$ cat config.mk
export PLATFORM = sky130hd
export DESIGN_NAME = fifo_burst_rd_ctrl
export DESIGN_NICKNAME = d
export VERILOG_FILES = /design/src/rtl/fifo_burst_rd_ctrl.sv
export SDC_FILE = /design/constraint.sdc
export NUM_CORES = 1
export LEC_CHECK = 0
export ABC_CLOCK_PERIOD_IN_PS = 2400
export CAP_MARGIN = 20
export CORE_ASPECT_RATIO = 1.5
export CORE_MARGIN = 5
export CORE_UTILIZATION = 45
export CTS_BUF_LIST = sky130_fd_sc_hd__clkbuf_2 sky130_fd_sc_hd__clkbuf_4 sky130_fd_sc_hd__clkbuf_8
export DETAILED_ROUTE_END_ITERATION = 7
export GPL_ROUTABILITY_DRIVEN = 1
export PLACE_DENSITY = 0.77
export REMOVE_ABC_BUFFERS = 1
export SKIP_CTS_REPAIR_TIMING = 1
export SLEW_MARGIN = 15
export SYNTH_ARGS = -nofsm -noshare
export SYNTH_HDL_FRONTEND = slang
export SYNTH_SLANG_ARGS = --single-unit
$ cat constraint.sdc
create_clock -name rclk_i -period 2.4 [get_ports rclk_i]
set_clock_uncertainty 0.15 [all_clocks]
set_input_delay 0.36 -clock rclk_i [delete_from_list [all_inputs] [get_ports rclk_i]]
set_output_delay 0.36 -clock rclk_i [all_outputs]
set_load 0.03 [all_outputs]
$ cat src/rtl/fifo_burst_rd_ctrl.sv
// fifo_burst_rd_ctrl
// Reads video words out of a line FIFO in bursts and hands them to a pSRAM
// writer. Each burst is requested with wr_req/wr_ack, then the FIFO is read
// until wr_len words have been issued, with stalls while the FIFO is empty.
// Bursts advance a pSRAM word address and a line word count. line_done pulses
// once per completed line.
//
// Optional feature: define RD_CTRL_UNDERFLOW_CNT_EN to add underflow_cnt_o, a
// saturating count of burst cycles stalled on an empty FIFO.
//
// Ports
//   rclk_i            sole clock, rising edge
//   reset_i           asynchronous active-high reset (release synchronised)
//   en_i              run enable (level)
//   frame_start_i     clears address and line count while IDLE/WAIT
//   fifo_rdata_i      FIFO read data, valid the cycle after fifo_ren_o
//   fifo_rempty_i     FIFO empty
//   fifo_prog_empty_i FIFO below burst threshold
//   fifo_ren_o        FIFO read enable
//   wr_req_o/wr_ack_i burst request / grant
//   wr_addr_o         burst start word address
//   wr_len_o          burst word count
//   wr_data_o         burst data beat
//   wr_valid_o        burst data beat valid
//   line_done_o       one-cycle pulse per completed line
//   busy_o            controller not idle
//   underflow_cnt_o   (optional) stalled burst cycle count
module fifo_burst_rd_ctrl #(
  parameter int BURST_LEN  = 64,
  parameter int LINE_WORDS = 480,
  parameter int ADDR_W     = 24
) (
  input  logic              rclk_i,
  input  logic              reset_i,
  input  logic              en_i,
  input  logic              frame_start_i,
  input  logic [31:0]       fifo_rdata_i,
  input  logic              fifo_rempty_i,
  input  logic              fifo_prog_empty_i,
  output logic              fifo_ren_o,
  output logic              wr_req_o,
  input  logic              wr_ack_i,
  output logic [ADDR_W-1:0] wr_addr_o,
  output logic [8:0]        wr_len_o,
  output logic [31:0]       wr_data_o,
  output logic              wr_valid_o,
  output logic              line_done_o,
  output logic              busy_o
`ifdef RD_CTRL_UNDERFLOW_CNT_EN
  ,
  output logic [15:0]       underflow_cnt_o
`endif
);

  typedef enum logic [2:0] {
    S_IDLE     = 3'd0,
    S_WAIT     = 3'd1,
    S_REQ      = 3'd2,
    S_BURST    = 3'd3,
    S_DRAIN    = 3'd4,
    S_LINE_END = 3'd5
  } state_t;

  localparam logic [11:0] LINE_WORDS_C = 12'(LINE_WORDS);
  localparam logic [8:0]  BURST_LEN_C  = 9'(BURST_LEN);

  state_t              state_q;
  logic [1:0]          rst_sync_q;
  logic                rst_s;
  logic [ADDR_W-1:0]   wr_addr_q;
  logic [8:0]          wr_len_q;
  logic [8:0]          rem_q;
  logic [11:0]         line_cnt_q;
  logic                wr_req_q;
  logic                wr_valid_q;
  logic                line_done_q;
  logic [11:0]         line_left_s;
  logic [8:0]          burst_len_s;
  logic [11:0]         line_cnt_d;
  logic [ADDR_W-1:0]   wr_addr_d;
  logic                fifo_ren_s;
`ifdef RD_CTRL_UNDERFLOW_CNT_EN
  logic [15:0]         underflow_cnt_q;
`endif

  // Reset assertion is immediate; release is delayed two rclk edges.
  always_ff @(posedge rclk_i or posedge reset_i) begin
    if (reset_i) begin
      rst_sync_q <= 2'b11;
    end else begin
      rst_sync_q <= {rst_sync_q[0], 1'b0};
    end
  end

  assign rst_s = rst_sync_q[1];

  // Burst length and end-of-burst address/count arithmetic.
  always_comb begin
    line_left_s = 12'd0;
    burst_len_s = 9'd0;
    // A frame_start arriving together with the WAIT->REQ step sizes the
    // burst from the cleared line count.
    if (frame_start_i) begin
      line_left_s = LINE_WORDS_C;
    end else begin
      line_left_s = LINE_WORDS_C - line_cnt_q;
    end
    if (line_left_s < {3'b000, BURST_LEN_C}) begin
      burst_len_s = line_left_s[8:0];
    end else begin
      burst_len_s = BURST_LEN_C;
    end
    line_cnt_d = line_cnt_q + {3'b000, wr_len_q};
    // Address wraps silently at 2^ADDR_W.
    wr_addr_d  = wr_addr_q + ADDR_W'(wr_len_q);
  end

  // Read enable follows the live empty flag so a read is never issued into
  // an empty FIFO.
  assign fifo_ren_s = (state_q == S_BURST) && !fifo_rempty_i && (rem_q != 9'd0);

  // Main controller FSM with its registered outputs and counters.
  always_ff @(posedge rclk_i or posedge rst_s) begin
    if (rst_s) begin
      state_q     <= S_IDLE;
      wr_addr_q   <= '0;
      wr_len_q    <= 9'd0;
      rem_q       <= 9'd0;
      line_cnt_q  <= 12'd0;
      wr_req_q    <= 1'b0;
      wr_valid_q  <= 1'b0;
      line_done_q <= 1'b0;
    end else begin
      wr_valid_q  <= fifo_ren_s;
      line_done_q <= 1'b0;
      case (state_q)
        S_IDLE: begin
          if (frame_start_i) begin
            wr_addr_q  <= '0;
            line_cnt_q <= 12'd0;
          end
          if (en_i) begin
            state_q <= S_WAIT;
          end
        end
        S_WAIT: begin
          if (frame_start_i) begin
            wr_addr_q  <= '0;
            line_cnt_q <= 12'd0;
          end
          if (!en_i) begin
            state_q <= S_IDLE;
          end else if (!fifo_prog_empty_i) begin
            state_q  <= S_REQ;
            wr_len_q <= burst_len_s;
            rem_q    <= burst_len_s;
            wr_req_q <= 1'b1;
          end
        end
        S_REQ: begin
          if (wr_ack_i) begin
            state_q  <= S_BURST;
            wr_req_q <= 1'b0;
          end
        end
        S_BURST: begin
          if (fifo_ren_s) begin
            rem_q <= rem_q - 9'd1;
            if (rem_q == 9'd1) begin
              state_q <= S_DRAIN;
            end
          end
        end
        S_DRAIN: begin
          // The final beat is on wr_valid during this cycle.
          wr_addr_q  <= wr_addr_d;
          line_cnt_q <= line_cnt_d;
          if (line_cnt_d == LINE_WORDS_C) begin
            state_q     <= S_LINE_END;
            line_done_q <= 1'b1;
          end else if (en_i) begin
            state_q <= S_WAIT;
          end else begin
            state_q <= S_IDLE;
          end
        end
        S_LINE_END: begin
          line_cnt_q <= 12'd0;
          if (en_i) begin
            state_q <= S_WAIT;
          end else begin
            state_q <= S_IDLE;
          end
        end
        default: begin
          state_q  <= S_IDLE;
          wr_req_q <= 1'b0;
        end
      endcase
    end
  end

`ifdef RD_CTRL_UNDERFLOW_CNT_EN
  // Saturating count of burst cycles stalled on an empty FIFO.
  always_ff @(posedge rclk_i or posedge rst_s) begin
    if (rst_s) begin
      underflow_cnt_q <= 16'd0;
    end else if (frame_start_i) begin
      underflow_cnt_q <= 16'd0;
    end else if ((state_q == S_BURST) && (rem_q != 9'd0) && fifo_rempty_i &&
                 (underflow_cnt_q != 16'hFFFF)) begin
      underflow_cnt_q <= underflow_cnt_q + 16'd1;
    end
  end

  assign underflow_cnt_o = underflow_cnt_q;
`endif

  assign fifo_ren_o  = fifo_ren_s;
  assign wr_req_o    = wr_req_q;
  assign wr_addr_o   = wr_addr_q;
  assign wr_len_o    = wr_len_q;
  assign wr_data_o   = fifo_rdata_i;
  assign wr_valid_o  = wr_valid_q;
  assign line_done_o = line_done_q;
  assign busy_o      = (state_q != S_IDLE);

endmodule

**Word-level counts from Yosys, hierarchy flattened**

Index checks and enable logic that the tools add are counted.

- Bits in latches: 0
- Input port bits: 39
- Output and inout port bits: 70
- Register bits after elaboration: 62
- Memory bits (writable): 0
- Bits in read-only memories: 0
- Memories: 0

- Muxes and demuxes: 25
- Add/subtract/negate cells: 4
- Shift operators: 0
- Multiply operators: 0
- Equal/unequal tests: 15
- $lt $le $gt $ge: 1
- Reductions and logical operators: 17
- Div/mod/pow operators: 0
- Bitwise gates (word level): 2

Operators by type and width:

| cell | number |
|---|---|
| case mux 24 bit (2 select lines) | 1 |
| 2-to-1 mux 9 bit | 4 |
| case mux 12 bit (3 select lines) | 1 |
| adder 24 x 9 -> 24 bit | 1 |
| 2-to-1 mux 12 bit | 2 |
| 2-to-1 mux 24 bit | 1 |
| 2-to-1 mux 3 bit | 7 |
| case mux 3 bit (6 select lines) | 1 |
| case mux 9 bit (2 select lines) | 1 |
| adder 12 x 9 -> 12 bit | 1 |
| == test 12 x 9 -> 1 bit (second input constant) | 1 |
| < comparator 12 x 7 -> 1 bit (second input constant) | 1 |
| subtractor 9 x 12 -> 12 bit (first input constant) | 1 |
| inequality test 2 bit (second input constant) | 5 |
| == test 9 x 1 -> 1 bit (second input constant) | 1 |
| nonzero test 9 bit | 1 |
| subtractor 9 x 1 -> 9 bit (second input constant) | 1 |
| AND reduction 4 bit | 2 |
| == test 3 x 2 -> 1 bit (second input constant) | 2 |
| == test 3 bit (second input constant) | 2 |
| 2-to-1 mux 1 bit | 6 |
| nonzero test 3 bit | 2 |
| AND reduction 5 bit | 1 |
| inequality test 2 x 1 -> 1 bit (second input constant) | 2 |
| 12 further kinds | 16 |

**Logic depth before layout (Yosys ltp)**

- Depth in word-level cells: 7
- Depth in mapped cells: 9
- Gate-level depth less buffers: 9

**Least setup slack after synthesis**

No wires, ideal clock.

- Path type: register to register
- Start point: reg wr_len_q[0], in the netlist wr_len_o[0]
- End point: reg state_q[2]
- Path slack: -227 ps
- Data arrival time: 2384 ps
- Cell stages (with the launch flop): 10
- Buffers on the path: 0
- Required time: 2156 ps
- Path through: dfrtp_1 > ha_1 > fa_1 > a21oi_1 > nor2_1 > o211a_1 > or3_1 > a21boi_0 > o21ai_0 > a211oi_1

- Cells in the longest elaborated chain, start to end: 4

RTL lines:

| item | line | source |
|---|---|---|
| from (decl) | 71 | `logic [8:0] wr_len_q;` |
| from (signal assigned) | 155 | `wr_len_q <= burst_len_s;` |
| adder 12 x 9 -> 12 bit | 113 | `line_cnt_d = line_cnt_q + {3'b000, wr_len_q};` |
| == test 12 x 9 -> 1 bit | 178 | `if (line_cnt_d == LINE_WORDS_C) begin` |
| 2-to-1 mux 3 bit | 178 |  |
| case mux 3 bit (6 select lines) | 136 | `case (state_q)` |
| to (signal assigned) | 179 | `state_q <= S_LINE_END;` |
| to (signal assigned) | 182 | `state_q <= S_WAIT;` |
| to (signal assigned) | 184 | `state_q <= S_IDLE;` |
| to (decl) | 67 | `state_t state_q;` |

No other way between the ends.
A chain may end at the register's enable or synchronous reset.

**Worst setup path in the final report**

Same ends and word-level chain as after synthesis.

==> results.md <==
- Status: complete, but fails checks
- Failing checks: negative setup slack
- Vias in the first global route: 3,484
- Reg2reg end: state_q[2]
- Max incr delay on CP: 0.41 ns
- Grt met3 use: 0.0948
- DRC viols: 0
- Critical path cell sequence: ha_2 > fa_2 > a21oi_4 > nor2_4 > o211a_1 > or3_1 > a21boi_1 > o21ai_1 > a211oi_1
- Mapped Cells: 436
- Worst R2R Setup Slack: -0.11 ns
- Finished Layout Cells: 626
- Post-Syn Area: 4000 um2
- WP data required: 2.50 ns
- Max Cap Viol: 0
- VDD IR-drop max: 0.000339 V
- CP Buf/Inv Count: 0
- Setup_tns: -0.703 ns
- Tcrit/Tclk final: 1.04
- Highest clock rate: 399 MHz
- Synth cell types: 70
- CP top delay family: compound AO/OA/AOI/OAI gates
- # nets final: 573
- CTS Sinks: 62
- Num CTS Buffers: 9
- Die area: 10,900 um2
- DR iter-0 viols: 214
- Die X-Extent: 87.0 um
- Met2 Use GR: 0.322
- Reg clk slew, reported paths: 0.07 ns
- Worst reg2reg path startpoint: wr_len_o[0]
- FP Rows: 42
- Top FF cell, synth: dfrtp_1
- Placed Cells: 602
- Syn_area_per_cell: 9.18 um2
- GP Congestion: 0.890
- Final setup violation count: 16
- DP HPWL: 8020 um
- YS warnings: 0
- Type of the tightest min-delay check: reg2async
- Initial antenna violation count: 0
- Seq/Total Area, Yosys: 0.388
- Worst slew pin tran: 0.517 ns
- CP Capture Type: register
- Root Driver: clkbuf_8
- Top-level I/O count: 109
- Final Hold Slack: 0.158 ns
- Filler cells: 706
- Power Dens Cells: 623 nW/um2
- Crit-path max FO: 4
- Async set or reset register ratio after synthesis: 1.00
- Worst path slowest cell: fa_2
- Ant diodes: 0
- First-pass GRT wire length: 17,300 um
- CTS tree: yes
- Final Hold Fails: 0
- RSZ-0062 raised after global routing: true
- Slew margin rel.: 0.654
- Die Y: 126 um
- Setup WS post-layout: -0.107 ns
- WL final: 11,300 um
- Register bit count reported by yosys: 62
- Largest net degree at the start of global routing: 61
- Setup Crit Path Kind: reg2reg
- WL per Instance: 18.0 um
- Most frequent cells in the layout: 60 x dfrtp_1, 56 x nand2_1, 56 x buf_4, 42 x clkdlybuf4s50_1, 23 x nor2_1
- Routed vias: 3,599
- GRT Max-Usage Layer: met2
- H-tree depth reported by CTS: 3
- Initial core utilization: 0.456
- Fin crit period: 2.51 ns
- Share of post-route cells with drive strength above 1: 0.275
- Via density: 5.75
- Arr. time, crit path: 2.61 ns
- EDFF count, synth: 0
- CP startpoint kind: register
- Area of the core: 8780 um2
- CTS max path bufs: 2
- Most common cell after layout, fill and taps aside: dfrtp_1
- Met1 GRT Util: 0.234
- Antenna Nets Post-Route: 0
- Leak: 2.49 nW
- Clock latency on the worst-skew pair: 0.35 ns
- R2R cell count: 9
- Router iterations before antenna repair: 4
- Final Max Slew Viols: 0
- GR Overflow Total: 0
- Synth-to-Final Area Change: 31.0%
- Total Routing Usage GR: 0.201
- Port buffer count: 44
-- how the worst max path moves through the flow --
| stage | end | slack, ns | start | cells past startpoint |
|---|---|---|---|---|
| 4_1_cts | state_q[2] | -0.25 | wr_len_o[0] | 9 |
| 5_1_grt | state_q[0] | -0.26 | wr_len_o[0] | 10 |
| 2_1_floorplan | state_q[2] | -0.23 | wr_len_o[0] | 9 |
| 3_5_place_dp | state_q[2] | -0.22 | wr_len_o[0] | 9 |
| 6_report | state_q[2] | -0.11 | wr_len_o[0] | 9 |
| 3_3_place_gp | state_q[2] | -0.17 | wr_len_o[0] | 9 |
-- report_power, final --
part / total (mW) / internal (mW) / switching (mW)
Combinational: 1.04 / 0.417 / 0.625
Clock: 0.969 / 0.558 / 0.411
Sequential: 1.25 / 1.14 / 0.109
Total: 3.26 / 2.12 / 1.14
-- cell families (layout without fill, tap and decap cells) --
| family | count (synthesis) | after routing | synth area share |
|---|---|---|---|
| flip-flops | 62 | 62 | 0.388 |
| other | 1 | 1 | 0.000937 |
| multiplexers | 15 | 15 | 0.0375 |
| buffers and inverters | 56 | 136 | 0.0857 |
| AO/OA/AOI/OAI | 104 | 104 | 0.177 |
| adder cells (fa/ha/maj) | 23 | 23 | 0.0756 |
| AND/OR/NAND/NOR | 159 | 159 | 0.200 |
| XOR/XNOR | 16 | 16 | 0.0350 |
-- per-stage QoR --
| step | util | setup slack (ns) | total power [mW] | area [um2] |
|---|---|---|---|---|
| after global placement | 0.536 | -0.169 | 2.18 | 4710 |
| final | 0.597 | -0.107 | 3.26 | 5240 |
| after floorplan | - | -0.228 | 1.85 | 3710 |
| after detailed placement | 0.536 | -0.215 | 2.21 | 4710 |
| after CTS | 0.560 | -0.249 | 3.19 | 4910 |
| after global routing | 0.597 | -0.262 | 3.45 | 5240 |
-- routing by layer --
layer,share of wire,up-vias
met5,0.0071,-
met3,0.080,20
met2,0.50,124
met1,0.39,1768
li1,-,1683
met4,0.020,4
-- synth_stat cells (2+ instances only) --
master     number  share of area
and2_1          6         0.0094
a2111oi_0       2         0.0044
o211ai_1        6          0.011
o31ai_1         5         0.0094
buf_4          33          0.062
nand2_1        60          0.056
o21ai_0        24          0.030
nor3_1          7         0.0088
nor4_1          3         0.0047
o21a_1          3         0.0056
xor2_1          8          0.018
nand2b_1        4         0.0063
xnor2_1         8          0.018
a22oi_1         2         0.0038
nand4_1         2         0.0031
nor2b_1         3         0.0047
nand3_1        21          0.026
mux2i_1        15          0.038
inv_1          14          0.013
a31oi_1         2         0.0031
and4_1          2         0.0044
dfrtp_1        60           0.38
ha_1           21          0.066
and3_1          4         0.0063
a21oi_1        24          0.030
or3_1           4         0.0063
nor2_1         26          0.024
a22o_1          9          0.020
o21ai_1         2         0.0025
dfstp_2         2          0.013
or2_2           3         0.0047
o21bai_1        2         0.0038
a211oi_1        2         0.0038
a21o_1          4         0.0075
fa_1            2          0.010
clkbuf_1        7         0.0066
-- flip-flops by register name (all words and copies together), names as in the netlist --
register / count
wr_addr_o: 24
rem_q: 9
rst_sync_q: 2
wr_valid_o: 1
state_q: 3
wr_len_o: 9
line_cnt_q: 12
line_done_o: 1
wr_req_o: 1
-- final cells by class --
type,count,area [um2],area share
clock buffer,13,166,0.0317
clock inverter,3,42.5,0.00811
inverter,14,55.1,0.0105
multi-input combinational,318,2350,0.447
sequential,62,1550,0.296
tap,110,138,0.0263
timing repair buffer,106,941,0.179
-- tightest hold or removal path: stages, from the launching register on --
cell,delay [ns]
dfstp_2,0.36
inv_2,0.05
buf_12,0.28
Note: power is estimated with default switching activity, not from simulation.
